<file path="src/rtl/filter_pkg.sv">
// Shared defaults and scheduler state type for the half-band decimator input side.
// Optional pair statistics are enabled with HBF_SCHED_STATS_EN (see hbf_sched).
package filter_pkg;

    localparam int unsigned INPUT_SAMPLE_DATA_WIDTH = 16;
    localparam int unsigned COEFF_DATA_WIDTH        = 16;
    localparam int unsigned FILTER_ORDER            = 8;

    typedef enum logic [1:0] {
        S_EVEN  = 2'd0,
        S_ODD   = 2'd1,
        S_ISSUE = 2'd2
    } sched_state_t;

    // Saturating 16-bit increment used by the pair counter.
    function automatic logic [15:0] sat_inc16(input logic [15:0] val);
        return (val == 16'hFFFF) ? val : val + 16'd1;
    endfunction

endpackage

</file>
<file path="src/rtl/hbf_coeff_bank.sv">
// Shadow/active coefficient registers; a requested commit copies shadow to active
// only on a boundary strobe so one output never sees two coefficient sets.
module hbf_coeff_bank #(
    parameter int unsigned COEFF_DATA_WIDTH = filter_pkg::COEFF_DATA_WIDTH,
    parameter int unsigned FILTER_ORDER     = filter_pkg::FILTER_ORDER
) (
    input  logic                            clk,
    input  logic                            rst,
    input  logic                            wr_en,
    input  logic [$clog2(FILTER_ORDER)-1:0] wr_addr,
    input  logic [COEFF_DATA_WIDTH-1:0]     wr_data,
    input  logic                            commit,
    input  logic                            boundary,
    output logic                            commit_pending,
    output logic [COEFF_DATA_WIDTH-1:0]     coeff [FILTER_ORDER]
);

    logic [COEFF_DATA_WIDTH-1:0] shadow_q [FILTER_ORDER];
    logic [COEFF_DATA_WIDTH-1:0] active_q [FILTER_ORDER];
    logic                        pending_q;
    logic                        pending_d;
    logic                        do_copy;
    logic                        wr_hit;

    // A commit arriving on a boundary cycle is applied immediately and never pends.
    assign do_copy = boundary && (pending_q || commit);
    assign wr_hit  = wr_en && (int'(wr_addr) < int'(FILTER_ORDER));

    always_comb begin
        pending_d = pending_q;
        if (do_copy) begin
            pending_d = 1'b0;
        end else if (commit) begin
            pending_d = 1'b1;
        end
    end

    // Non-blocking copy reads the pre-write shadow when a write lands in the same cycle.
    always_ff @(posedge clk) begin
        if (rst) begin
            for (int i = 0; i < int'(FILTER_ORDER); i++) begin
                shadow_q[i] <= '0;
                active_q[i] <= '0;
            end
            pending_q <= 1'b0;
        end else begin
            if (wr_hit) begin
                shadow_q[wr_addr] <= wr_data;
            end
            if (do_copy) begin
                for (int i = 0; i < int'(FILTER_ORDER); i++) begin
                    active_q[i] <= shadow_q[i];
                end
            end
            pending_q <= pending_d;
        end
    end

    assign commit_pending = pending_q;
    assign coeff          = active_q;

endmodule

</file>
<file path="src/rtl/hbf_sched.sv">
// Pairs an input sample stream into even/odd polyphase pairs for the hbf core and
// owns the coefficient bank. HBF_SCHED_STATS_EN adds the stat_pairs counter.
module hbf_sched #(
    parameter int unsigned INPUT_SAMPLE_DATA_WIDTH = filter_pkg::INPUT_SAMPLE_DATA_WIDTH,
    parameter int unsigned COEFF_DATA_WIDTH        = filter_pkg::COEFF_DATA_WIDTH,
    parameter int unsigned FILTER_ORDER            = filter_pkg::FILTER_ORDER
) (
    input  logic                               clk,
    input  logic                               rst,
    input  logic                               in_valid,
    output logic                               in_ready,
    input  logic [INPUT_SAMPLE_DATA_WIDTH-1:0] in_sample,
    input  logic                               flush,
    output logic                               pair_valid,
    input  logic                               pair_ready,
    output logic [INPUT_SAMPLE_DATA_WIDTH-1:0] sample_top,
    output logic [INPUT_SAMPLE_DATA_WIDTH-1:0] sample_bottom,
    input  logic                               coeff_wr_en,
    input  logic [$clog2(FILTER_ORDER)-1:0]    coeff_wr_addr,
    input  logic [COEFF_DATA_WIDTH-1:0]        coeff_wr_data,
    input  logic                               coeff_commit,
    output logic                               commit_pending,
`ifdef HBF_SCHED_STATS_EN
    output logic [15:0]                        stat_pairs,
`endif
    output logic [COEFF_DATA_WIDTH-1:0]        coeff [FILTER_ORDER]
);

    import filter_pkg::*;

    sched_state_t                     state_q, state_d;
    logic [INPUT_SAMPLE_DATA_WIDTH-1:0] top_q, top_d;
    logic [INPUT_SAMPLE_DATA_WIDTH-1:0] bot_q, bot_d;
    logic                             accept;
    logic                             handshake;
    logic                             boundary;

    assign pair_valid = (state_q == S_ISSUE);
    assign handshake  = pair_valid && pair_ready;
    assign boundary   = (state_q == S_EVEN) || handshake;
    assign accept     = in_valid && in_ready;

    always_comb begin
        in_ready = !flush && ((state_q != S_ISSUE) || pair_ready);
    end

    always_comb begin
        state_d = state_q;
        top_d   = top_q;
        bot_d   = bot_q;
        unique case (state_q)
            S_EVEN: begin
                if (accept) begin
                    top_d   = in_sample;
                    state_d = S_ODD;
                end
            end
            S_ODD: begin
                if (flush) begin
                    state_d = S_EVEN;
                end else if (accept) begin
                    bot_d   = in_sample;
                    state_d = S_ISSUE;
                end
            end
            S_ISSUE: begin
                // Flush only gates in_ready here; the held pair is still delivered.
                if (pair_ready) begin
                    if (accept) begin
                        top_d   = in_sample;
                        state_d = S_ODD;
                    end else begin
                        state_d = S_EVEN;
                    end
                end
            end
            default: state_d = S_EVEN;
        endcase
    end

    always_ff @(posedge clk) begin
        if (rst) begin
            state_q <= S_EVEN;
            top_q   <= '0;
            bot_q   <= '0;
        end else begin
            state_q <= state_d;
            top_q   <= top_d;
            bot_q   <= bot_d;
        end
    end

    assign sample_top    = top_q;
    assign sample_bottom = bot_q;

`ifdef HBF_SCHED_STATS_EN
    logic [15:0] stat_q;

    always_ff @(posedge clk) begin
        if (rst) begin
            stat_q <= '0;
        end else if (handshake) begin
            stat_q <= sat_inc16(stat_q);
        end
    end

    assign stat_pairs = stat_q;
`endif

    hbf_coeff_bank #(
        .COEFF_DATA_WIDTH (COEFF_DATA_WIDTH),
        .FILTER_ORDER     (FILTER_ORDER)
    ) u_coeff_bank (
        .clk            (clk),
        .rst            (rst),
        .wr_en          (coeff_wr_en),
        .wr_addr        (coeff_wr_addr),
        .wr_data        (coeff_wr_data),
        .commit         (coeff_commit),
        .boundary       (boundary),
        .commit_pending (commit_pending),
        .coeff          (coeff)
    );

endmodule

</file>
<file path="config.mk">
export PLATFORM = sky130hd
export DESIGN_NAME = hbf_sched
export DESIGN_NICKNAME = d
export VERILOG_FILES = /design/src/rtl/filter_pkg.sv /design/src/rtl/hbf_coeff_bank.sv /design/src/rtl/hbf_sched.sv
export SDC_FILE = /design/constraint.sdc
export NUM_CORES = 1
export LEC_CHECK = 0
export CAP_MARGIN = 20
export CORE_MARGIN = 8
export CORE_UTILIZATION = 25
export DETAILED_ROUTE_END_ITERATION = 8
export DONT_BUFFER_PORTS = 1
export GPL_TIMING_DRIVEN = 0
export PLACE_DENSITY = 0.49
export SLEW_MARGIN = 5
export SYNTH_ARGS = -nofsm -noshare
export SYNTH_HDL_FRONTEND = slang
export SYNTH_SLANG_ARGS = --single-unit
</file>
<file path="constraint.sdc">
create_clock -name clk -period 1.8 [get_ports clk]
set_clock_uncertainty 0.2 [all_clocks]
set_input_delay 0.27 -clock clk [delete_from_list [all_inputs] [get_ports clk]]
set_output_delay 0.27 -clock clk [all_outputs]
set_load 0.01 [all_outputs]
</file>
==> impl_metrics.csv <==
group,metric,value,unit
grt,grt_pass1_vias,7415,
final_layout,final_common_cell,"nand2b_1",
detailed_routing,antenna_left,0,
setup_path,startpoint_type,"primary input",
placed_design,hpwl,24500,um
job,cap_violations,0,
placed_design,dp_slack,-0.902,ns
placed_design,placed_cell_area,0.0127,sq mm
synthesis,synth-seq-area-share,0.594,
sta,maxSlewViolCount,0,
synthesis,yosysWarningCount,0,
sta,rsz0062_at_grt,"false",
power,p_per_area,1120,mW/mm^2
synthesis,synth_area,0.0120,sq mm
sta,tightest_slew,0.999,ns
setup_path,cp_max_fo,8,
detailed_routing,wire_per_inst,21.4,um
grt,grt_pass1_wl,53400,um
floorplanning,design.core.area,0.0475,sq mm
synthesis,synth_seq_cells,291,
detailed_routing,drt_iter0_markers,351,
final_layout,finalNetCount,1133,
clock_tree,clk_pin_slew,0.06,ns
sta,setup_ws,0.0114,ns
clock_tree,numCtsBuffers,37,
grt,antenna_found_initial,10,
hold_path,hold_class,"in2reg",
power,worst_ir_drop_vdd,684,uV
synthesis,syn_avg_cell_area,12.0,sq um
sta,min_period,1.79,ns
synthesis,yosys.area.top_type,"edfxtp_1",
detailed_routing,drc,0,
final_layout,area_delta_synth_final,21.9,%
detailed_routing,vias,7194,
clock_tree,clock-root-buffer,"clkbuf_16",
power,leakage,5.44,nW
floorplanning,die_w,235,um
synthesis,yosysUniqueCellTypes,30,
synthesis,synthTopCellsByArea,"edfxtp_1 (32%), dfxtp_1 (27%), nand2b_1 (15%)",
sta,hold_ws,0.0614,ns
synthesis,synth_top_area_share,0.321,
grt,grt_util_all_layers,0.132,
power,finalPower,16.3,mW
grt,grt-ovfl-total,0,
clock_tree,clock-sinks,291,
clock_tree,clockBufferDepth,3,
grt,grt_max_degree,20,
placed_design,globalplace.congestion,0.696,
final_layout,fin_area,0.0146,sq mm
final_layout,fin_util,0.307,
placed_design,place_inst,1616,
clock_tree,cts_tree,"done",
floorplanning,die_area,0.0551,sq mm
sta,setup_viol,0,
run_status,status,"finished, final reports clean",
setup_path,worstPathRequired,2.01,ns
synthesis,synthCells,1001,
floorplanning,io_pins,205,
floorplanning,num_rows,80,
final_layout,final_cells,1739,
setup_path,end_kind,"flip-flop",
clock_tree,htreeDepth,2,
clock_tree,clock_latency,0.54,ns
setup_path,worstSetupPathType,"in2reg",
sta,maxSlewHeadroom,0.332,
floorplanning,start_util,0.252,
sta,fin_crit_sh,0.994,
synthesis,synth_fp_nets,1043,
placed_design,port_buffers,0,
sta,finalSetupTns,0,ns
floorplanning,die_y,235,um
final_layout,mostFrequentLayoutCells,"nand2b_1 (290), dfxtp_1 (160), mux2i_1 (144)",
detailed_routing,routed_wl,37300,um
sta,max_freq,559,MHz
sta,hold_viol,0,
setup_path,cp.arrival,2.00,ns
detailed_routing,drt-pass1-iter-count,5,
final_layout,drive_gt1_frac,0.109,
detailed_routing,viasPerCell,4.14,
-- synthesized netlist by cell type --
cell / count
clkbuf_1: 37
buf_2: 9
nor3_1: 2
nor2b_2: 1
xnor2_1: 1
nand2_1: 34
edfxtp_1: 128
buf_6: 2
nor3_4: 1
nor2_1: 7
o22a_1: 1
or2_2: 8
nor2_2: 1
nand4bb_1: 1
or3b_4: 1
mux2i_1: 144
buf_4: 15
nor3b_1: 1
nor2b_1: 1
nor4bb_1: 1
nor4b_2: 1
a21oi_1: 16
nor3_2: 2
nand2b_1: 290
nand3b_4: 1
dfxtp_1: 163
nor2_4: 3
clkbuf_2: 1
and2_2: 6
and2_1: 122
-- registers in the layout, indices dropped and copies added, names as in the netlist --
register / flops
state_q: 2
coeff: 128
u_coeff_bank.commit_pending: 1
u_coeff_bank.shadow_q: 128
sample_bottom: 16
sample_top: 16
-- cells by family after synthesis --
group,share of synthesized area
flops,0.594
buf+inv,0.0271
simple gates,0.251
xor+xnor,0.000732
mux,0.120
compound gates,0.00742
-- layer usage --
metal  global-route usage  part of all wire  vias up
met4               0.0341             0.020        4
met3               0.0572             0.097       52
met1                0.161              0.43     3422
li1                     -                 -     3502
met5                    0           0.00072        -
met2                0.211              0.46      214
-- where the power goes --
part	leakage, nW	total, mW	internal (mW)	switching, mW
Clock	0.591	7.34	4.43	2.91
Sequential	2.57	7.74	7.33	0.408
Combinational	2.29	1.22	0.554	0.664
Total	5.44	16.3	12.3	3.98
-- cell type report --
| class | instances | area [sq um] |
|---|---|---|
| Antenna cell | 4 | 10.0 |
| Fill cell | 4808 | 32900 |
| Clock inverter | 12 | 93.8 |
| Sequential cell | 291 | 7110 |
| Buffer | 62 | 390 |
| Clock buffer | 56 | 1110 |
| Tap cell | 615 | 769 |
| Timing Repair Buffer | 53 | 541 |
| Multi-Input combinational cell | 646 | 4570 |
-- worst paths after layout --
check / startpoint / endpoint / slack, ns / cells after the start
worst min-delay path: coeff_wr_addr[1] / u_coeff_bank.shadow_q[6][15] / 0.06 / 3
worst min register to register: sample_bottom[5] / sample_bottom[5] / 0.31 / 2
worst max register to register: state_q[1] / sample_top[12] / 0.11 / 5
worst max-delay path: coeff_wr_data[1] / u_coeff_bank.shadow_q[2][1] / 0.01 / 3
-- what timing repair did --
action / 4_1_cts / 5_1_grt
endpoints found under the setup margin: 138 / 146
pin swaps: 2 / 1
gates resized for setup: 20 / 11
hold buffers: 45 / 0
cloned: 0 / 1
endpoints found under the hold margin: 163 / 0
setup buffers: 0 / 7
-- worst max-delay path, cell delays in order --
cell and delay (ns):
dlygate4sd3_1 0.96, and2_1 0.22, dlygate4sd3_1 0.55
(Power assumes the default switching activity.)
